**src/rtl/data_ram_wait_pkg.sv**
```systemverilog
// Shared encodings for the MEM-stage data RAM: access sizes, handshake FSM states,
// and the byte count that belongs to each size.
package data_ram_wait_pkg;

  typedef enum logic [1:0] {
    SZ_BYTE = 2'b00,
    SZ_HALF = 2'b01,
    SZ_WORD = 2'b10,
    SZ_RSVD = 2'b11
  } size_e;

  typedef enum logic [1:0] {
    ST_IDLE = 2'd0,
    ST_WAIT = 2'd1,
    ST_RESP = 2'd2
  } state_e;

  // Reserved size reports zero bytes; it is rejected before the byte count matters.
  function automatic logic [2:0] size_bytes(input logic [1:0] sz);
    case (sz)
      SZ_BYTE: size_bytes = 3'd1;
      SZ_HALF: size_bytes = 3'd2;
      SZ_WORD: size_bytes = 3'd4;
      default: size_bytes = 3'd0;
    endcase
  endfunction

endpackage

```
**src/rtl/data_ram_array.sv**
```systemverilog
// Byte-wide storage: big-endian 4-byte combinational read at an aligned base and a
// synchronous write gated per byte lane (be_i[3] is the byte at base_i).
module data_ram_array #(
  parameter int DEPTH = 256,
  parameter int AW    = 8
) (
  input  logic          clk_i,
  input  logic          we_i,
  input  logic [3:0]    be_i,
  input  logic [AW-1:0] base_i,
  input  logic [31:0]   wdata_i,
  output logic [31:0]   rdata_o
);

  logic [7:0] Mem [0:DEPTH-1];

  assign rdata_o = {Mem[base_i], Mem[base_i + AW'(1)],
                    Mem[base_i + AW'(2)], Mem[base_i + AW'(3)]};

  always_ff @(posedge clk_i) begin
    if (we_i) begin
      for (int i = 0; i < 4; i++) begin
        if (be_i[3-i]) Mem[base_i + AW'(i)] <= wdata_i[8*(3-i) +: 8];
      end
    end
  end

endmodule

```
**src/rtl/data_ram_wait.sv**
```systemverilog
// Data RAM for the MEM stage with req/ready handshake, programmable wait states,
// big-endian byte/half/word access with optional sign extension, and fault reporting.
//
//   state   | meaning
//   --------+------------------------------------------------------------
//   ST_IDLE | ready to accept a request on Enable
//   ST_WAIT | counting down wait states; inputs ignored
//   ST_RESP | Ready pulse (with Fault for a rejected request)
module data_ram_wait
  import data_ram_wait_pkg::*;
#(
  parameter int DEPTH       = 256,
  parameter int WAIT_STATES = 0,
  parameter int ADDR_W      = 32
) (
  input  logic              clk,
  input  logic              rst_n,
  input  logic              Enable,
  input  logic              RW,
  input  logic [ADDR_W-1:0] Address,
  input  logic [31:0]       DataIn,
  input  logic [1:0]        Size,
  input  logic              SignExt,
  output logic [31:0]       DataOut,
  output logic              Ready,
  output logic              Fault
);

  localparam int         AW      = (DEPTH > 1) ? $clog2(DEPTH) : 1;
  localparam logic [3:0] WS_INIT = (WAIT_STATES > 0) ? 4'(WAIT_STATES - 1) : 4'd0;

  state_e              state_q, state_d;
  logic [3:0]          cnt_q, cnt_d;
  logic                rw_q, sext_q, bad_q;
  logic [ADDR_W-1:0]   addr_q;
  logic [31:0]         din_q, dout_q;
  logic [1:0]          size_q;
  logic                accept, commit, bad_in;
  logic [ADDR_W:0]     end_addr;

  assign end_addr = {1'b0, Address} + (ADDR_W+1)'(size_bytes(Size));
  assign bad_in   = (Size == SZ_RSVD)
                  | ((Size == SZ_HALF) & Address[0])
                  | ((Size == SZ_WORD) & (|Address[1:0]))
                  | (end_addr > (ADDR_W+1)'(DEPTH));

  always_comb begin
    state_d = state_q;
    cnt_d   = cnt_q;
    accept  = 1'b0;
    commit  = 1'b0;
    case (state_q)
      ST_IDLE: begin
        if (Enable) begin
          accept = 1'b1;
          if (bad_in) begin
            state_d = ST_RESP;
          end else if (WAIT_STATES == 0) begin
            state_d = ST_RESP;
            commit  = 1'b1;
          end else begin
            state_d = ST_WAIT;
            cnt_d   = WS_INIT;
          end
        end
      end
      ST_WAIT: begin
        if (cnt_q == 4'd0) begin
          state_d = ST_RESP;
          commit  = 1'b1;
        end else begin
          cnt_d = cnt_q - 4'd1;
        end
      end
      ST_RESP: state_d = ST_IDLE;
      default: state_d = ST_IDLE;
    endcase
  end

  // With zero wait states the commit happens on the accepting edge, before capture.
  logic              in_idle;
  logic              op_rw, op_sext;
  logic [ADDR_W-1:0] op_addr;
  logic [31:0]       op_din;
  logic [1:0]        op_size, op_off;

  assign in_idle = (state_q == ST_IDLE);
  assign op_rw   = in_idle ? RW      : rw_q;
  assign op_sext = in_idle ? SignExt : sext_q;
  assign op_addr = in_idle ? Address : addr_q;
  assign op_din  = in_idle ? DataIn  : din_q;
  assign op_size = in_idle ? Size    : size_q;
  assign op_off  = op_addr[1:0];

  logic [AW-1:0] base;
  logic [3:0]    be;
  logic [31:0]   wdata, rd_word, rd_ext;
  logic [7:0]    rd_byte;
  logic [15:0]   rd_half;

  assign base = AW'(op_addr) & ~AW'(3);

  always_comb begin
    be     = 4'b0000;
    wdata  = op_din;
    rd_ext = rd_word;
    case (op_off)
      2'd0:    rd_byte = rd_word[31:24];
      2'd1:    rd_byte = rd_word[23:16];
      2'd2:    rd_byte = rd_word[15:8];
      default: rd_byte = rd_word[7:0];
    endcase
    rd_half = op_off[1] ? rd_word[15:0] : rd_word[31:16];
    case (op_size)
      SZ_BYTE: begin
        be     = 4'b1000 >> op_off;
        wdata  = {4{op_din[7:0]}};
        rd_ext = {{24{op_sext & rd_byte[7]}}, rd_byte};
      end
      SZ_HALF: begin
        be     = op_off[1] ? 4'b0011 : 4'b1100;
        wdata  = {2{op_din[15:0]}};
        rd_ext = {{16{op_sext & rd_half[15]}}, rd_half};
      end
      default: begin
        be     = 4'b1111;
        wdata  = op_din;
        rd_ext = rd_word;
      end
    endcase
  end

  data_ram_array #(.DEPTH(DEPTH), .AW(AW)) u_array (
    .clk_i   (clk),
    .we_i    (commit & op_rw),
    .be_i    (be),
    .base_i  (base),
    .wdata_i (wdata),
    .rdata_o (rd_word)
  );

  always_ff @(posedge clk or negedge rst_n) begin
    if (!rst_n) begin
      state_q <= ST_IDLE;
      cnt_q   <= 4'd0;
      rw_q    <= 1'b0;
      sext_q  <= 1'b0;
      bad_q   <= 1'b0;
      addr_q  <= '0;
      din_q   <= '0;
      size_q  <= 2'b00;
      dout_q  <= '0;
    end else begin
      state_q <= state_d;
      cnt_q   <= cnt_d;
      if (accept) begin
        rw_q   <= RW;
        sext_q <= SignExt;
        bad_q  <= bad_in;
        addr_q <= Address;
        din_q  <= DataIn;
        size_q <= Size;
      end
      if (commit && !op_rw) dout_q <= rd_ext;
    end
  end

  assign DataOut = dout_q;
  assign Ready   = (state_q == ST_RESP);
  assign Fault   = (state_q == ST_RESP) & bad_q;

endmodule

```
**config.mk**
```make
export PLATFORM = sky130hd
export DESIGN_NAME = data_ram_wait
export DESIGN_NICKNAME = d
export VERILOG_FILES = /design/src/rtl/data_ram_wait_pkg.sv /design/src/rtl/data_ram_array.sv /design/src/rtl/data_ram_wait.sv
export SDC_FILE = /design/constraint.sdc
export NUM_CORES = 2
export LEC_CHECK = 0
export CORE_ASPECT_RATIO = 2
export CORE_UTILIZATION = 40
export DETAILED_ROUTE_END_ITERATION = 16
export GPL_TIMING_DRIVEN = 0
export PLACE_DENSITY_LB_ADDON = 0.25
export SLEW_MARGIN = 10
export SYNTH_ARGS = -nofsm -noshare
export SYNTH_HDL_FRONTEND = slang
export SYNTH_SLANG_ARGS = --single-unit
```
**constraint.sdc**
```tcl
create_clock -name clk -period 14 [get_ports clk]
set_input_delay 4.2 -clock clk [delete_from_list [all_inputs] [get_ports clk]]
set_output_delay 4.2 -clock clk [all_outputs]
set_load 0.03 [all_outputs]
```
# Yosys cells after proc, flatten, opt, wreduce, memory -nomap -nowiden
# Memory sizes are Yosys's and may differ from the RTL's.
# Index checks and enable logic that the tools add are counted.
[word_totals] ff_bits=83 ramBits=2048 inputBits=71 output_inout_bits=34 memories=1
[classes] n_addsub=5 magnitude_cmp=1 eq_ne=10 shifts=1 muxes=33 bitwise=10 reduce_logical=10
[memory_table] memory="u_array.Mem" words=256 width=8 read_ports=4 rd_clocked_by_memory_dff=0 wr=4 line_no="data_ram_array.sv:15" text="logic [7:0] Mem [0:DEPTH-1];"
[op_table] op="case mux 32 bit (2 select lines)" n=2
[op_table] op="adder 32 x 3 -> 33 bit" n=1
[op_table] op="greater-than comparator 33 x 9 -> 1 bit (second input constant)" n=1
[op_table] op="2-to-1 mux 32 bit" n=1
[op_table] op="case mux 8 bit (3 select lines)" n=1
[op_table] op="2-to-1 mux 1 bit" n=19
[op_table] op="adder 8 x 2 -> 8 bit (second input constant)" n=2
[op_table] op="2-to-1 mux 16 bit" n=1
[op_table] op="case mux 3 bit (3 select lines)" n=1
[op_table] op="adder 8 x 1 -> 8 bit (second input constant)" n=1
[op_table] op="== test 2 x 1 -> 1 bit (second input constant)" n=4
[op_table] op="== test 2 bit (second input constant)" n=4
[op_table] op="logical NOT 2 bit" n=4
[op_table] op="2-to-1 mux 8 bit" n=1
[op_table] op="case mux 4 bit (2 select lines)" n=1
[op_table] op="AND 1 bit" n=6
[op_table] op="2-to-1 mux 2 bit" n=3
[op_table] op="logical NOT 4 bit" n=1
[op_table] op="2-to-1 mux 4 bit" n=1
[op_table] op="inequality test 2 bit (second input constant)" n=2
[op_table] op="case mux 2 bit (2 select lines)" n=1
[op_table] op="AND reduction 2 bit" n=2
[op_table] op="right shift 4 x 2 -> 4 bit (first input constant)" n=1
[op_table] op="subtractor 4 x 1 -> 4 bit (second input constant)" n=1
[op_table] op="other kinds (6)" n=8

# Logic depth before layout (Yosys ltp)
[logic_depth] word_depth=11 mapped_depth=16 depth_no_buf=12

# Cells and area by module
# A second synthesis with hierarchy kept.
[hier_totals] hier_cells=20035 area_unflattened_um2=210127.8
[by_module_without_submodules] mod="data_ram_array" instances=1 cells_per_inst=19409 area_each_um2=204890.3 seq_area_each_um2=61499.0
[by_module_without_submodules] mod="data_ram_wait" instances=1 cells_per_inst=626 area_each_um2=5237.5 seq_area_each_um2=1951.9

# Least setup slack after synthesis
# No wires, ideal clock.
[synth_timing] path_kind="input to register" from="input port Size[1]" to="memory u_array.Mem[101][7] (data pin)" t_arrival_ns=7.985 setup_slack_ns=5.313 stages=7 n_path_buf=4 path_cell_list="clkbuf_1 nor2b_1 clkbuf_1 a21oi_1 clkbuf_1 buf_1 o21ai_0"
[synth_rtl] item="start: declaration" line_no="data_ram_wait.sv:22" text="input logic [1:0] Size,"
[synth_rtl] item="end: declaration" line_no="data_ram_array.sv:15"

# Worst setup path in the final report
[layout_timing] from="input port Address[4]" to="register dout_q[0] (netlist: DataOut[0])"
[layout_between] elab_chain_cells=7
[layout_rtl] item="start: declaration" line_no="data_ram_wait.sv:20" text="input logic [ADDR_W-1:0] Address,"
[layout_rtl] item="adder 32 x 3 -> 33 bit" line_no="data_ram_wait.sv:41" text="assign end_addr = {1'b0, Address} + (ADDR_W+1)'(size_bytes(Size));"
[layout_rtl] item="greater-than comparator 33 x 9 -> 1 bit" line_no="data_ram_wait.sv:45" text="| (end_addr > (ADDR_W+1)'(DEPTH));"
[layout_rtl] item="OR 1 bit" line_no="data_ram_wait.sv:45"
[layout_rtl] item="2-to-1 mux 1 bit" line_no="data_ram_wait.sv:56" text="if (bad_in) begin"
[layout_rtl] item="2-to-1 mux 1 bit" line_no="data_ram_wait.sv:54" text="if (Enable) begin"
[layout_rtl] item="case mux 1 bit (2 select lines)" line_no="data_ram_wait.sv:52" text="case (state_q)"
[layout_rtl] item="logical AND 1 bit" line_no="data_ram_wait.sv:164" text="if (commit && !op_rw) dout_q <= rd_ext;"
[layout_rtl] item="end signal: assignment" line_no="data_ram_wait.sv:164"
[layout_rtl] item="end: declaration" line_no="data_ram_wait.sv:36" text="logic [31:0] din_q, dout_q;"
# Parallel ways exist; a longest one is shown, timed or not.
# A chain may end at the register's enable or synchronous reset.

==> results.json <==
{
  "min-delay-start": "DataOut[2]$_DFFE_PN0P_",
  "die_area_sq_mm": 0.213,
  "final_net_count": 5047,
  "crit_slowest_cell": "nand4_1",
  "fin_ws_ps": 3390,
  "critPathCaptureType": "register",
  "rsz0062_at_grt": "no",
  "grt_first_pass_wirelength_um": 501000,
  "routed_wl_um": 391000,
  "io_buffers": 99,
  "violations": "DRC, capacitance limit, slew limit",
  "cp_max_fo": 10,
  "setup_viol": 0,
  "insertion_delay_ps": 920,
  "status": "finished with violations",
  "max_freq_ghz": 0.0943,
  "instances_no_fill": 7888,
  "ant_nets": 0,
  "syn_area_per_cell_sq_um": 18.4,
  "tns_ps": 0,
  "timing.rr.start": "state_q[1]$_DFFE_PN0P_",
  "cts_root_buffer": "clkbuf_16",
  "drive_above_1_share_pct": 22.4,
  "drc": 6,
  "ys_ff_latch": 2126,
  "fin_crit_sh_pct": 75.8,
  "grt_pass1_vias": 50162,
  "synth_edf_count": 2048,
  "arrival_ps": 11420,
  "vias": 51918,
  "yosysSeqAreaShare_pct": 75.3,
  "hold_viol": 0,
  "area_delta_synth_final_pct": 15.5,
  "synthCells": 4583,
  "grtUsageTotal_pct": 36.7,
  "syn_area_sq_mm": 0.0843,
  "worstSetupPathType": "input port to register",
  "timing.max_cap.violations": 1,
  "critPathMaxStageDelay_ps": 1100,
  "row_count": 238,
  "die_w_um": 327,
  "ff2ff_path_depth": 14,
  "path_clk_slew_ps": 70,
  "place_inst": 7540,
  "ctsHtreeMaxLevel": 4,
  "cp_common_cell": "buf_2",
  "cts_made_buffers": 189,
  "synth_ff_type": "edfxtp_1",
  "grt_max_degree": 68,
  "dieHeight_um": 651,
  "n_fill_cell": 17863,
  "maxSlewViolCount": 11,
  "peakVddDrop_v": 0.000108,
  "startpoint_type": "input port",
  "clockBufferDepth": 4,
  "pwr_density_cell_mw_per_mm2": 152,
  "hold_path_end": "DataOut[2]$_DFFE_PN0P_",
  "hpwlAfterDp_um": 282000,
  "cts_setup_buffers": 0,
  "grt_antenna_before_repair": 18,
  "post-route-util_pct": 46.4,
  "cts_resized": 0,
  "required_ps": 14810,
  "design.core.area_sq_mm": 0.210,
  "rrSetupSlack_ps": 6610,
  "pre_cts_ws_ps": 2740,
  "cts_sinks": 2126,
  "wl_per_cell_um": 49.6,
  "place.gp.congestion": 1.07,
  "max-slew-margin-rel_pct": -3.69,
  "worst_pin_slew_ps": 1560,
  "hp-class": "register to register",
  "path_cells": "clkdlybuf4s50_1 > or3b_2 > clkbuf_1 > and2_1 > buf_2 > buf_2 > buf_2 > buf_1 > o22ai_1 > o21ai_0 > nand4_1 > o211ai_1 > nand4_1 > nand2_1",
  "clock_skew_ps": 54.0,
  "finalPower_uw": 14800,
  "p_leak_uw": 0.0305,
  "synth_warnings": 0,
  "async_flop_share_pct": 3.67,
  "ys_types": 85,
  "synth_nets": 4658,
  "startpoint": "Address[4]",
  "hold_buffers": 0,
  "worstReg2RegEnd": "DataOut[5]$_DFFE_PN0P_",
  "overflow": 0,
  "io_pins": 105,
  "hold_depth": 2,
  "finalCriticalPeriod_ps": 10610,
  "firstDrtPassIters": 14,
  "viasPerCell": 6.58,
  "cts_tree": "yes",
  "start_util_pct": 40.2,
  "drt_iter0_markers": 7660
}
[stage by stage]
stage                     hold slack (ps)  cell area (sq um)
after floorplan                       440              84300
after global placement                458              88700
after detailed placement              463              91200
after CTS                             479              97300
after global routing                  499              97300
final                                 479              97400
[cells in the final DEF (no fill, tap or decap), drive strengths merged, types with 22 or more instances in the layout]
cell,Yosys,routed
buf,165,263
nand4,29,29
o21ai,68,68
nand2,473,473
a21oi,128,128
clkdlybuf4s50,0,98
mux2i,52,52
edfxtp,2048,2048
a22oi,129,129
clkbuf,108,331
clkinv,0,73
bufinv,0,22
nor4,24,24
mux4,437,437
nor2,351,351
nand3,92,92
dfrtp,78,78
mux2,25,25
nor3,36,36
o22ai,78,78
[area by class of cell]
class / instances / area, sq um / share of cell area (%)
buffer: 273 / 1600 / 1.65
clock buffer: 221 / 4970 / 5.10
multi-input combinational: 2177 / 19900 / 20.4
tap: 2760 / 3450 / 3.55
sequential: 2126 / 63500 / 65.2
timing repair buffer: 198 / 2800 / 2.88
antenna: 11 / 27.5 / 0.0283
inverter: 7 / 26.3 / 0.0270
clock inverter: 115 / 1170 / 1.20
[where the power goes]
group	total, uW	switching (uW)	internal [uW]
clock network	5420	2470	2950
logic	2200	1620	585
registers	7210	13.1	7200
[worst max-delay path: cells and delay by family]
| family | cells | cell delay, ps |
|---|---|---|
| buf+inv | 6 | 3590 |
| compound gates | 3 | 1800 |
| simple gates | 5 | 1700 |
[how the worst max path moves through the flow]
stage,end,slack (ps)
floorplan,u_array.Mem[101][7]$_DFFE_PP_,5310
global placement,u_array.Mem[228][1]$_DFFE_PP_,-820
detailed placement,DataOut[0]$_DFFE_PN0P_,2740
CTS,DataOut[0]$_DFFE_PN0P_,3600
global route,DataOut[0]$_DFFE_PN0P_,3710
finish,DataOut[0]$_DFFE_PN0P_,3390
[metal layers]
metal | vias to the layer above | global-route usage (%) | wire [um]
li1 | 19290 | - | -
met5 | - | 0.0915 | 57
met2 | 3785 | 61.0 | 192000
met3 | 1233 | 7.98 | 32900
met1 | 27600 | 38.0 | 120000
met4 | 10 | 35.1 | 46200
[cells in the mapped netlist (6+ instances only)]
cell type     n  area share (%)
a21oi_1     128            0.76
a211oi_1      7           0.062
o21ai_0      63            0.37
buf_1        27            0.12
dfrtp_1      78             2.3
a22oi_1     127             1.1
nand4_1      28            0.21
o41ai_1      18            0.19
or3b_2        7           0.073
clkbuf_1    108            0.48
nand3_1      92            0.55
inv_1         7           0.031
nor3_1       36            0.21
nand3b_1      8           0.071
buf_6        40            0.53
a41oi_1      10            0.10
o21a_1       11           0.098
o32ai_1       6           0.062
a22o_1        6           0.062
or3_1        19            0.14
o211ai_1     17            0.15
and2_1       14            0.10
nand2_1     473             2.1
nor2_1      351             1.6
o221ai_1     10            0.10
buf_2        70            0.42
nor4_1       22            0.16
mux4_2      435              12
o22ai_1      78            0.58
edfxtp_1   2048              73
buf_4        23            0.20
nand2b_1     10           0.074
a21boi_0      8           0.071
mux2_2       24            0.32
mux2i_1      52            0.62
[registers in the layout, indices dropped and copies added, names as in the netlist]
signal,cells
rw_q,1
u_array.Mem,2048
bad_q,1
addr_q,8
DataOut,32
din_q,32
size_q,2
sext_q,1
state_q,1
[cell families (layout without fill, tap and decap cells)]
logic type / Yosys count / after routing / share of synthesized area, %
AO/OA/AOI/OAI: 557 / 557 / 4.46
adder cells (fa/ha/maj): 4 / 4 / 0.0683
flip-flops: 2126 / 2126 / 75.3
XOR/XNOR: 2 / 2 / 0.0208
multiplexers: 514 / 514 / 12.6
other: 0 / 11 / 0
buffers and inverters: 280 / 814 / 1.88
AND/OR/NAND/NOR: 1100 / 1100 / 5.65
(Power assumes the default switching activity.)
